**config.mk**
```make
export PLATFORM = sky130hd
export DESIGN_NAME = perceptron_trainer
export DESIGN_NICKNAME = d
export VERILOG_FILES = /design/src/rtl/machina_pkg.sv /design/src/rtl/sample_store.sv /design/src/rtl/perceptron_trainer.sv
export SDC_FILE = /design/constraint.sdc
export NUM_CORES = 1
export LEC_CHECK = 0
export ABC_AREA = 1
export CORE_ASPECT_RATIO = 0.6
export CORE_MARGIN = 2
export CORE_UTILIZATION = 53
export CTS_BUF_LIST = sky130_fd_sc_hd__clkbuf_4
export CTS_CLUSTER_DIAMETER = 200
export DETAILED_ROUTE_END_ITERATION = 10
export GPL_TIMING_DRIVEN = 0
export HOLD_SLACK_MARGIN = 0.03
export PLACE_DENSITY = 0.93
export SYNTH_ARGS = -nofsm -noshare
export SYNTH_HDL_FRONTEND = slang
export SYNTH_HIERARCHICAL = 1
export SYNTH_SLANG_ARGS = --single-unit
```
**constraint.sdc**
```tcl
create_clock -name clk -period 4.2 [get_ports clk]
set_input_delay 0.42 -clock clk [delete_from_list [all_inputs] [get_ports clk]]
set_output_delay 0.42 -clock clk [all_outputs]
set_load 0.02 [all_outputs]
```
**src/rtl/machina_pkg.sv**
```systemverilog
// Shared width constants and FSM state type for the perceptron trainer.
package machina_pkg;

  localparam int EPOCH_W = 8;

  typedef enum logic [2:0] {
    ST_IDLE,
    ST_FWD_ARG,
    ST_FWD_RES,
    ST_BWD_ERR,
    ST_BWD_FBK,
    ST_EVAL_ARG,
    ST_EVAL_RES,
    ST_DONE
  } state_e;

  // Only these two states accept a start pulse or sample loads.
  function automatic logic is_idle_like(input state_e s);
    return (s == ST_IDLE) || (s == ST_DONE);
  endfunction

endpackage

```
**src/rtl/sample_store.sv**
```systemverilog
// Training-set register file: one synchronous write port, one combinational read port.
module sample_store #(
  parameter int SAMPLES = 4,
  parameter int ARG_W   = 16,
  parameter int TGT_W   = 8
) (
  input  logic                       clk,
  input  logic                       i_we,
  input  logic [$clog2(SAMPLES)-1:0] i_waddr,
  input  logic [ARG_W-1:0]           i_warg,
  input  logic [TGT_W-1:0]           i_wtgt,
  input  logic [$clog2(SAMPLES)-1:0] i_raddr,
  output logic [ARG_W-1:0]           o_rarg,
  output logic [TGT_W-1:0]           o_rtgt
);

  logic [ARG_W-1:0] r_arg [SAMPLES];
  logic [TGT_W-1:0] r_tgt [SAMPLES];

  // NOTE: the storage has no reset on purpose, so samples survive rst_n and a rerun can reuse them.
  // NOTE: registers are written with non-blocking assignments so every flop updates from pre-edge values.
  always_ff @(posedge clk) begin
    if (i_we) begin
      r_arg[i_waddr] <= i_warg;
      r_tgt[i_waddr] <= i_wtgt;
    end
  end

  assign o_rarg = r_arg[i_raddr];
  assign o_rtgt = r_tgt[i_raddr];

endmodule

```
**src/rtl/perceptron_trainer.sv**
```systemverilog
// Runs a perceptron through `epochs` training passes (forward + backward) and one evaluation pass.
// Build option: define TRAINER_EARLY_STOP_EN to end training after the first error-free epoch.
module perceptron_trainer
  import machina_pkg::*;
#(
  parameter int N         = 2,
  parameter int SAMPLES   = 4,
  parameter int ARG_WIDTH = 8,
  parameter int RES_WIDTH = 8,
  parameter int ERR_WIDTH = 16,
  parameter int FBK_WIDTH = 16
) (
  input  logic                         clk,
  input  logic                         rst_n,
  input  logic                         start,
  input  logic [EPOCH_W-1:0]           epochs,
  input  logic                         ld_valid,
  output logic                         ld_ready,
  input  logic [$clog2(SAMPLES)-1:0]   ld_idx,
  input  logic [N*ARG_WIDTH-1:0]       ld_arg,
  input  logic [RES_WIDTH-1:0]         ld_tgt,
  output logic                         en,
  output logic [N*ARG_WIDTH-1:0]       arg,
  output logic                         arg_valid,
  input  logic                         arg_ready,
  input  logic [RES_WIDTH-1:0]         res,
  input  logic                         res_valid,
  output logic                         res_ready,
  output logic [ERR_WIDTH-1:0]         err,
  output logic                         err_valid,
  input  logic                         err_ready,
  input  logic [N*FBK_WIDTH-1:0]       fbk,
  input  logic                         fbk_valid,
  output logic                         fbk_ready,
  output logic                         busy,
  output logic                         done,
  output logic [$clog2(SAMPLES+1)-1:0] mismatches
);

  localparam int IDX_W = $clog2(SAMPLES);
  localparam int MIS_W = $clog2(SAMPLES + 1);
  localparam logic [IDX_W-1:0] LAST_IDX = IDX_W'(SAMPLES - 1);

  state_e                r_state;
  state_e                w_next_state;
  logic [EPOCH_W-1:0]    r_epochs_left;
  logic [IDX_W-1:0]      r_idx;
  logic [MIS_W-1:0]      r_mism;
  logic [ERR_WIDTH-1:0]  r_err;
  logic [RES_WIDTH-1:0]  w_tgt;
  logic signed [RES_WIDTH:0] w_diff;
  logic [ERR_WIDTH-1:0]  w_err_ext;
  logic                  w_ld_xfer;
  logic                  w_last;
  logic                  w_start;
  logic                  w_train_end;
  logic                  w_unused_fbk;

  assign w_ld_xfer = ld_valid & ld_ready;

  sample_store #(
    .SAMPLES (SAMPLES),
    .ARG_W   (N*ARG_WIDTH),
    .TGT_W   (RES_WIDTH)
  ) u_store (
    .clk     (clk),
    .i_we    (w_ld_xfer),
    .i_waddr (ld_idx),
    .i_warg  (ld_arg),
    .i_wtgt  (ld_tgt),
    .i_raddr (r_idx),
    .o_rarg  (arg),
    .o_rtgt  (w_tgt)
  );

  // Target and result are unsigned; one extra zero bit makes the difference a proper signed value.
  assign w_diff    = $signed({1'b0, w_tgt}) - $signed({1'b0, res});
  assign w_err_ext = {{(ERR_WIDTH-RES_WIDTH-1){w_diff[RES_WIDTH]}}, w_diff};

  assign w_last       = (r_idx == LAST_IDX);
  assign w_start      = start & is_idle_like(r_state);
  assign w_unused_fbk = ^fbk;

`ifdef TRAINER_EARLY_STOP_EN
  logic r_clean;

  assign w_train_end = (r_epochs_left == EPOCH_W'(1)) | r_clean;

  // Tracks whether every error of the current training epoch has been zero so far.
  always_ff @(posedge clk or negedge rst_n) begin
    if (!rst_n) begin
      r_clean <= 1'b0;
    end else if (w_start || (r_state == ST_BWD_FBK && fbk_valid && w_last)) begin
      r_clean <= 1'b1;
    end else if (r_state == ST_FWD_RES && res_valid && w_err_ext != '0) begin
      r_clean <= 1'b0;
    end
  end
`else
  assign w_train_end = (r_epochs_left == EPOCH_W'(1));
`endif

  always_ff @(posedge clk or negedge rst_n) begin
    if (!rst_n) begin
      r_state <= ST_IDLE;
    end else begin
      r_state <= w_next_state;
    end
  end

  always_comb begin
    // NOTE: every output gets a default first so no path through the case infers a latch.
    w_next_state = r_state;
    ld_ready     = 1'b0;
    en           = 1'b0;
    arg_valid    = 1'b0;
    res_ready    = 1'b0;
    err_valid    = 1'b0;
    fbk_ready    = 1'b0;
    busy         = 1'b1;
    done         = 1'b0;
    case (r_state)
      ST_IDLE, ST_DONE: begin
        busy     = 1'b0;
        ld_ready = 1'b1;
        done     = (r_state == ST_DONE);
        if (start) w_next_state = (epochs != '0) ? ST_FWD_ARG : ST_EVAL_ARG;
      end
      ST_FWD_ARG: begin
        en        = 1'b1;
        arg_valid = 1'b1;
        if (arg_ready) w_next_state = ST_FWD_RES;
      end
      ST_FWD_RES: begin
        en        = 1'b1;
        res_ready = 1'b1;
        if (res_valid) w_next_state = ST_BWD_ERR;
      end
      ST_BWD_ERR: begin
        en        = 1'b1;
        err_valid = 1'b1;
        if (err_ready) w_next_state = ST_BWD_FBK;
      end
      ST_BWD_FBK: begin
        en        = 1'b1;
        fbk_ready = 1'b1;
        if (fbk_valid) w_next_state = (w_last && w_train_end) ? ST_EVAL_ARG : ST_FWD_ARG;
      end
      ST_EVAL_ARG: begin
        arg_valid = 1'b1;
        if (arg_ready) w_next_state = ST_EVAL_RES;
      end
      ST_EVAL_RES: begin
        res_ready = 1'b1;
        if (res_valid) w_next_state = w_last ? ST_DONE : ST_EVAL_ARG;
      end
      default: w_next_state = ST_IDLE;
    endcase
  end

  always_ff @(posedge clk or negedge rst_n) begin
    if (!rst_n) begin
      r_epochs_left <= '0;
      r_idx         <= '0;
      r_mism        <= '0;
      r_err         <= '0;
    end else if (w_start) begin
      r_epochs_left <= epochs;
      r_idx         <= '0;
      r_mism        <= '0;
    end else begin
      case (r_state)
        ST_FWD_RES: begin
          if (res_valid) r_err <= w_err_ext;
        end
        ST_BWD_FBK: begin
          if (fbk_valid) begin
            if (w_last) begin
              r_idx         <= '0;
              r_epochs_left <= r_epochs_left - EPOCH_W'(1);
            end else begin
              r_idx <= r_idx + IDX_W'(1);
            end
          end
        end
        ST_EVAL_RES: begin
          if (res_valid) begin
            r_err <= w_err_ext;
            if (w_err_ext != '0) r_mism <= r_mism + MIS_W'(1);
            if (!w_last) r_idx <= r_idx + IDX_W'(1);
          end
        end
        default: ;
      endcase
    end
  end

  assign err        = r_err;
  assign mismatches = r_mism;

endmodule

```
==> out/summary.txt, run 1 <==
Outcome -> completed
# IOs -> 125
WL per Instance -> 14.9 um
Crit Path Max Fanout -> 10
Via count -> 4880
Cell row count -> 30
Routed wire length -> 13.9 mm
Worst Hold Class -> reg -> reg
Hold violation count in the final report -> 0
Global-route wire length before repair -> 22.5 mm
# diodes -> 0
Die Wd -> 141 um
Area of the multi-input gates -> 1810 um^2
Fillers -> 785
Antenna violations before repair -> 0
Largest net degree at the start of global routing -> 26
Post-layout minimum cycle time -> 2950 ps
CP Capture Type -> output port
Placer congestion estimate -> 0.980
Tightest Pin Transition -> 1150 ps
Grt total ovfl -> 0
Post-CTS setup buffers -> 0
Largest area contributor in the netlist -> edfxtp_1
Insertion delay to the later sink of the worst-skew pair -> 500 ps
First-pass DRT Iterations -> 6
Vias in the first global route -> 4735
Achievable Freq -> 340 MHz
Ratio of final minimum period to clock period -> 70.1%
Core area -> 11200 um^2
Arrival time of the worst setup path -> 2530 ps
Worst-path clk slew -> 100 ps
RSZ-0062 raised after global routing -> false
Most common cell after layout, fill and taps aside -> nand2_1
Commonest cells after routing, fill and taps aside -> 187 x nand2_1, 140 x inv_1, 96 x edfxtp_1, 92 x clkdlybuf4s50_1, 70 x nand3_1
Place WS -> 1450 ps
Die area -> 12200 um^2
Starting Density -> 53.7%
Top cells by area, synth -> edfxtp_1 48%, nand2_1 12%, dfrtp_1 10%
Placed Cells incl. Taps -> 902
Worst VDD drop -> 0.227 mV
Mapped Area -> 6000 um^2
TritonCTS buffer count -> 17
Max-Cap Viols -> 0
Netlist cell types -> 36
PortBufs -> 92
H-tree depth -> 4
Headroom to the max-slew limit -> 23.0%
Synth top area share -> 48.0%
DRT iter0 DRCs -> 555
Post-synthesis register bit count -> 121
Via density -> 5.22
Worst setup margin -> 1250 ps
Crit Path Category -> reg -> out
Clock Sinks -> 121
Root Driver -> clkbuf_4
Hold slack -> 497 ps
P_leak -> 3.49 nW
CP startpoint kind -> flop
Die H -> 86.4 um
Clock buffer depth -> 2
Share of layout cells above drive strength 1 -> 10.9%
Synth Area per Inst -> 9.12 um^2
CTS tree -> built
ANT nets after route -> 0
Sequential area share after synthesis -> 58.5%
Final setup violation count -> 0
Critical path required time -> 3780 ps
Nets -> 872
Post-cts repair resize count -> 0
DRC Markers -> 0
Layout area overhead -> 24.5%
GR Util All Layers -> 24.2%
Clock skew -> 15.8 ps
Final core occ -> 66.8%
Synth Instances -> 658
Slew Limit Fails -> 0
PwrDens -> 659 nW/um^2
Yosys Warn Count -> 6
Mapped Nets -> 753
Register area -> 3510 um^2
HPWL after DPL -> 10.3 mm
Final instance count without filler cells -> 934
CTS Hold Bufs -> 0
-- synthesized netlist by cell type (all sizes together) --
cell type and count:
clkbuf 2, nor3 7, o211ai 4, ha 12
nand3 71, fa 1, xor2 4, o21a 1
dfrtp 25, or2 2, o22ai 2, o221ai 2
o21ai 12, nand3b 2, nand4 5, a21oi 10
edfxtp 96, xnor2 1, nand2 195, a31oi 1
nor2 31, inv 147, buf 22, a211oi 1
nor4 2
-- cells by family after synthesis --
family / Yosys count / share of synthesized area, %
xor gates and xnor gates: 5 / 0.730
DFF: 121 / 58.5
adders and majority gates: 13 / 2.84
buffers and inverters: 171 / 11.7
and+or+nand+nor: 315 / 22.8
AOI/OAI and AO/OA: 33 / 3.50
-- critical path, stage by stage (launching register included) --
cell             delay, ps
dfrtp_1                400
buf_2                  220
clkbuf_1               500
nand3_1                160
nand2_1                130
clkdlybuf4s50_1        610
-- sequential cells by signal (all words and copies together), names as in the netlist --
| signal | flops |
|---|---|
| err | 9 |
| mismatches | 3 |
| r_epochs_left | 8 |
| r_idx | 2 |
| r_state | 3 |
| u_store/r_arg | 64 |
| u_store/r_tgt | 32 |
-- final timing paths --
kind                                      startpoint                           end  slack, ps  cells after the start
worst min register to register    err[7]$_DFFE_PN0P_            err[7]$_DFFE_PN0P_        500                      2
worst min-delay path              err[7]$_DFFE_PN0P_            err[7]$_DFFE_PN0P_        500                      2
worst max-delay path            r_idx[1]$_DFFE_PN0P_                        arg[1]       1250                      5
max in group asynchronous                      rst_n  r_epochs_left[0]$_DFFE_PN0P_       2980                      1
min in group asynchronous                      rst_n            err[8]$_DFFE_PN0P_        520                      1
worst max register to register  r_idx[0]$_DFFE_PN0P_     mismatches[1]$_DFFE_PN0P_       1350                     16
-- final cells by class --
cell class | count | share of cell area (%)
Clock buffer | 20 | 2.01
Tap cell | 144 | 2.41
Clock inverter | 12 | 1.44
Sequential cell | 121 | 47.0
Timing Repair Buffer | 100 | 13.5
Buffer | 24 | 2.01
Multi-Input combinational cell | 366 | 24.3
Inverter | 147 | 7.39
-- per-layer routing --
metal,vias to the layer above,global-route usage [%],share of wire (%)
met5,-,0,0
li1,2318,-,-
met1,2271,33.2,44
met3,35,6.80,9.2
met4,0,9.00,2.2
met2,256,37.2,44
-- where the power goes --
part / internal, mW / switching, mW
logic: 1.02 / 1.53
clock network: 0.360 / 0.398
registers: 1.47 / 0.135
total: 2.86 / 2.07
-- metrics by stage --
step	power (mW)	area [um^2]	setup TNS [ps]
after CTS	4.91	7470	0
final	4.92	7470	0
after detailed placement	4.15	7210	0
after global routing	5.27	7470	0
after floorplan	3.21	6000	0
after global placement	4.05	7100	-10730
(Power assumes the default switching activity.)
==> run 2: changes to the inputs <==
- clock period: 4.2 -> 3 ns (I/O delays scaled with it)
==> run 2 against run 1 <==
Design area about the same. Register-to-register slack worse by 1100 ps. Clock power up 40%. Sequential share of layout area about the same. Routed wire length down 0.29%. Power up 40%. First-iteration DRC count down 1.4%. Combinational power up 40%. Core utilization about the same. Critical path type unchanged. Critical endpoint is now arg[13].
==> out/summary.txt, run 2 (synthesis results as in run 1) <==
Most common cell after layout, fill and taps aside -> nand2_1
PwrDens -> 921 nW/um^2 (+40%)
Metal-1 WL -> 6.15 mm (-0.16%)
WP buf/inv -> 3 (unchanged)
Area of the multi-input gates -> 1810 um^2 (unchanged)
HPWL after DPL -> 10.3 mm (unchanged)
Top Family by Delay on Critical Path -> buffers and inverters
RSZ-0062 raised after global routing -> false
Share of layout cells above drive strength 1 -> 11.1% (+0.25 points)
Tightest Pin Transition -> 1160 ps (+4.37 ps)
Arrival time of the worst setup path -> 2500 ps (-30 ps)
Max stage delay on crit path -> 600 ps (about the same)
Ratio of final minimum period to clock period -> 93.4%
Fillers -> 784 (-0.13%)
DRT iter0 DRCs -> 547 (-1.4%)
Headroom to the max-slew limit -> 22.7% (-0.29 points)
Commonest cells after routing, fill and taps aside -> 187 x nand2_1, 140 x inv_1, 96 x edfxtp_1, 92 x clkdlybuf4s50_1, 70 x nand3_1
Via density -> 5.21 (-0.37%)
Core area -> 11200 um^2 (unchanged)
Clock skew -> 15.2 ps (-0.502 ps)
H-tree depth -> 4 (unchanged)
Place WS -> 253 ps (-1200 ps)
CP Capture Type -> output port
Starting Density -> 53.7% (unchanged)
Clock network fraction of total power -> 15.4% (about the same)
Slew Limit Fails -> 0 (unchanged)
Largest net degree at the start of global routing -> 26 (unchanged)
Via count -> 4862 (-0.37%)
Top sig layer -> met4
Crit Path Max Fanout -> 10 (unchanged)
Crit Path Category -> reg -> out
Top reg by flops -> u_store/r_arg
Achievable Freq -> 357 MHz
Die H -> 86.4 um (unchanged)
Worst setup margin -> 197 ps (-1060 ps)
PortBufs -> 92 (unchanged)
Final core occ -> 66.8% (about the same)
Met2 WL -> 6.26 mm (+1.4%)
Nets -> 872 (unchanged)
Final instance count without filler cells -> 934 (unchanged)
Max-Cap Viols -> 0 (unchanged)
Overall Power -> 6.89 mW (+40%)
Worst-path clk slew -> 100 ps (about the same)
Critical path cell sequence -> buf_2 -> clkbuf_1 -> nand3_1 -> nand2_1 -> clkdlybuf4s50_1
# IOs -> 125 (unchanged)
Largest register FFs -> 64 (unchanged)
Grt total ovfl -> 0 (unchanged)
Post-cts repair resize count -> 0 (unchanged)
DRC Markers -> 0 (unchanged)
P_int -> 4.00 mW (+40%)
WL per Instance -> 14.9 um (-0.29%)
Final setup violation count -> 0 (unchanged)
Hold violation count in the final report -> 0 (unchanged)
Die area -> 12200 um^2 (unchanged)
Placed Cells incl. Taps -> 902 (unchanged)
Switch share -> 41.9% (-0.074 points)
Antenna violations before repair -> 0 (unchanged)
CTS tree -> built
Psw -> 2.89 mW (+40%)
First-pass DRT Iterations -> 5 (-1)
Clock Sinks -> 121 (unchanged)
Vias in the first global route -> 4735 (unchanged)
Routed length on met3 -> 1.23 mm (-4.0%)
Comb power frac -> 51.9% (about the same)
ANT nets after route -> 0 (unchanged)
Cell row count -> 30 (unchanged)
Post-layout minimum cycle time -> 2800 ps
Post-CTS setup buffers -> 0 (unchanged)
Root Driver -> clkbuf_4
GR Util All Layers -> 24.2% (unchanged)
Clock buffer depth -> 2 (unchanged)
Worst Hold Class -> in -> reg
Crit-path slowest cell -> clkdlybuf4s50_1
Insertion delay to the later sink of the worst-skew pair -> 500 ps (about the same)
Worst VDD drop -> 0.316 mV (+39%)
Die Wd -> 141 um (unchanged)
TritonCTS buffer count -> 17 (unchanged)
P_leak -> 3.49 nW (about the same)
Register area -> 3510 um^2 (about the same)
Placer congestion estimate -> 0.980 (unchanged)
# diodes -> 0 (unchanged)
CP startpoint kind -> flop
Critical path required time -> 2700 ps (-1080 ps)
Outcome -> completed
Global-route wire length before repair -> 22.5 mm (unchanged)
Sequential share of power -> 32.7% (about the same)
CTS Hold Bufs -> 0 (unchanged)
Routed wire length -> 13.9 mm (-0.29%)
Layout area overhead -> 24.5% (about the same)
run 2: cell types whose count changed in the layout (fill, tap and decap cells not counted):
cell	delta
clkbuf_1	-1
clkbuf_2	+1
dfrtp_1	-1
dfrtp_2	+1
run 2: layer usage:
metal  track usage [%]  up-vias
met3              6.80       27
met1              33.2     2267
met5                 0        -
li1                  -     2318
met2              37.2      250
met4              9.00        0
run 2: worst min-delay path, delay by kind of cell:
family	cells	cell delay, ps
buffers and inverters	1	420
and+or+nand+nor	2	140
run 2: area by class of cell:
class | instances | area share, %
Sequential cell | 121 | 47.0
Multi-Input combinational cell | 366 | 24.2
Timing Repair Buffer | 100 | 13.5
Inverter | 147 | 7.38
Tap cell | 144 | 2.41
Buffer | 24 | 2.03
Clock buffer | 20 | 2.01
Clock inverter | 12 | 1.44
run 2: path summary, 6_finish.rpt:
path | end | cells after the start | startpoint | slack [ps]
setup / recovery | arg[13] | 5 | r_idx[1]$_DFFE_PN0P_ | 200
hold / removal | r_epochs_left[5]$_DFFE_PN0P_ | 3 | epochs[5] | 390
setup reg to reg | mismatches[1]$_DFFE_PN0P_ | 16 | r_idx[1]$_DFFE_PN0P_ | 210
hold reg to reg | err[7]$_DFFE_PN0P_ | 2 | err[7]$_DFFE_PN0P_ | 500
max in group asynchronous | r_idx[0]$_DFFE_PN0P_ | 1 | rst_n | 1820
min in group asynchronous | err[8]$_DFFE_PN0P_ | 1 | rst_n | 400
run 2: power groups by stage:
stage / logic, mW / registers [mW] / clock network (mW)
after global placement: 3.39 / 2.28 / 0
after CTS: 3.54 / 2.25 / 1.08
after floorplan: 2.15 / 2.34 / 0
after global routing: 3.94 / 2.28 / 1.16
final: 3.57 / 2.25 / 1.06
after detailed placement: 3.52 / 2.28 / 0
run 2: per-stage QoR:
stage	cell area, um^2	hold slack, ps	setup TNS, ps
final	7470	395	0
after global routing	7470	379	0
after CTS	7470	352	0
after detailed placement	7210	478	0
after global placement	7100	476	-123380
after floorplan	6000	4.41	-16370
==> run 3: changes to the inputs <==
- CTS_CLUSTER_SIZE: not set -> 25
==> results of run 3 <==
The final DEF is identical to that of run 2; final timing and power are the same.
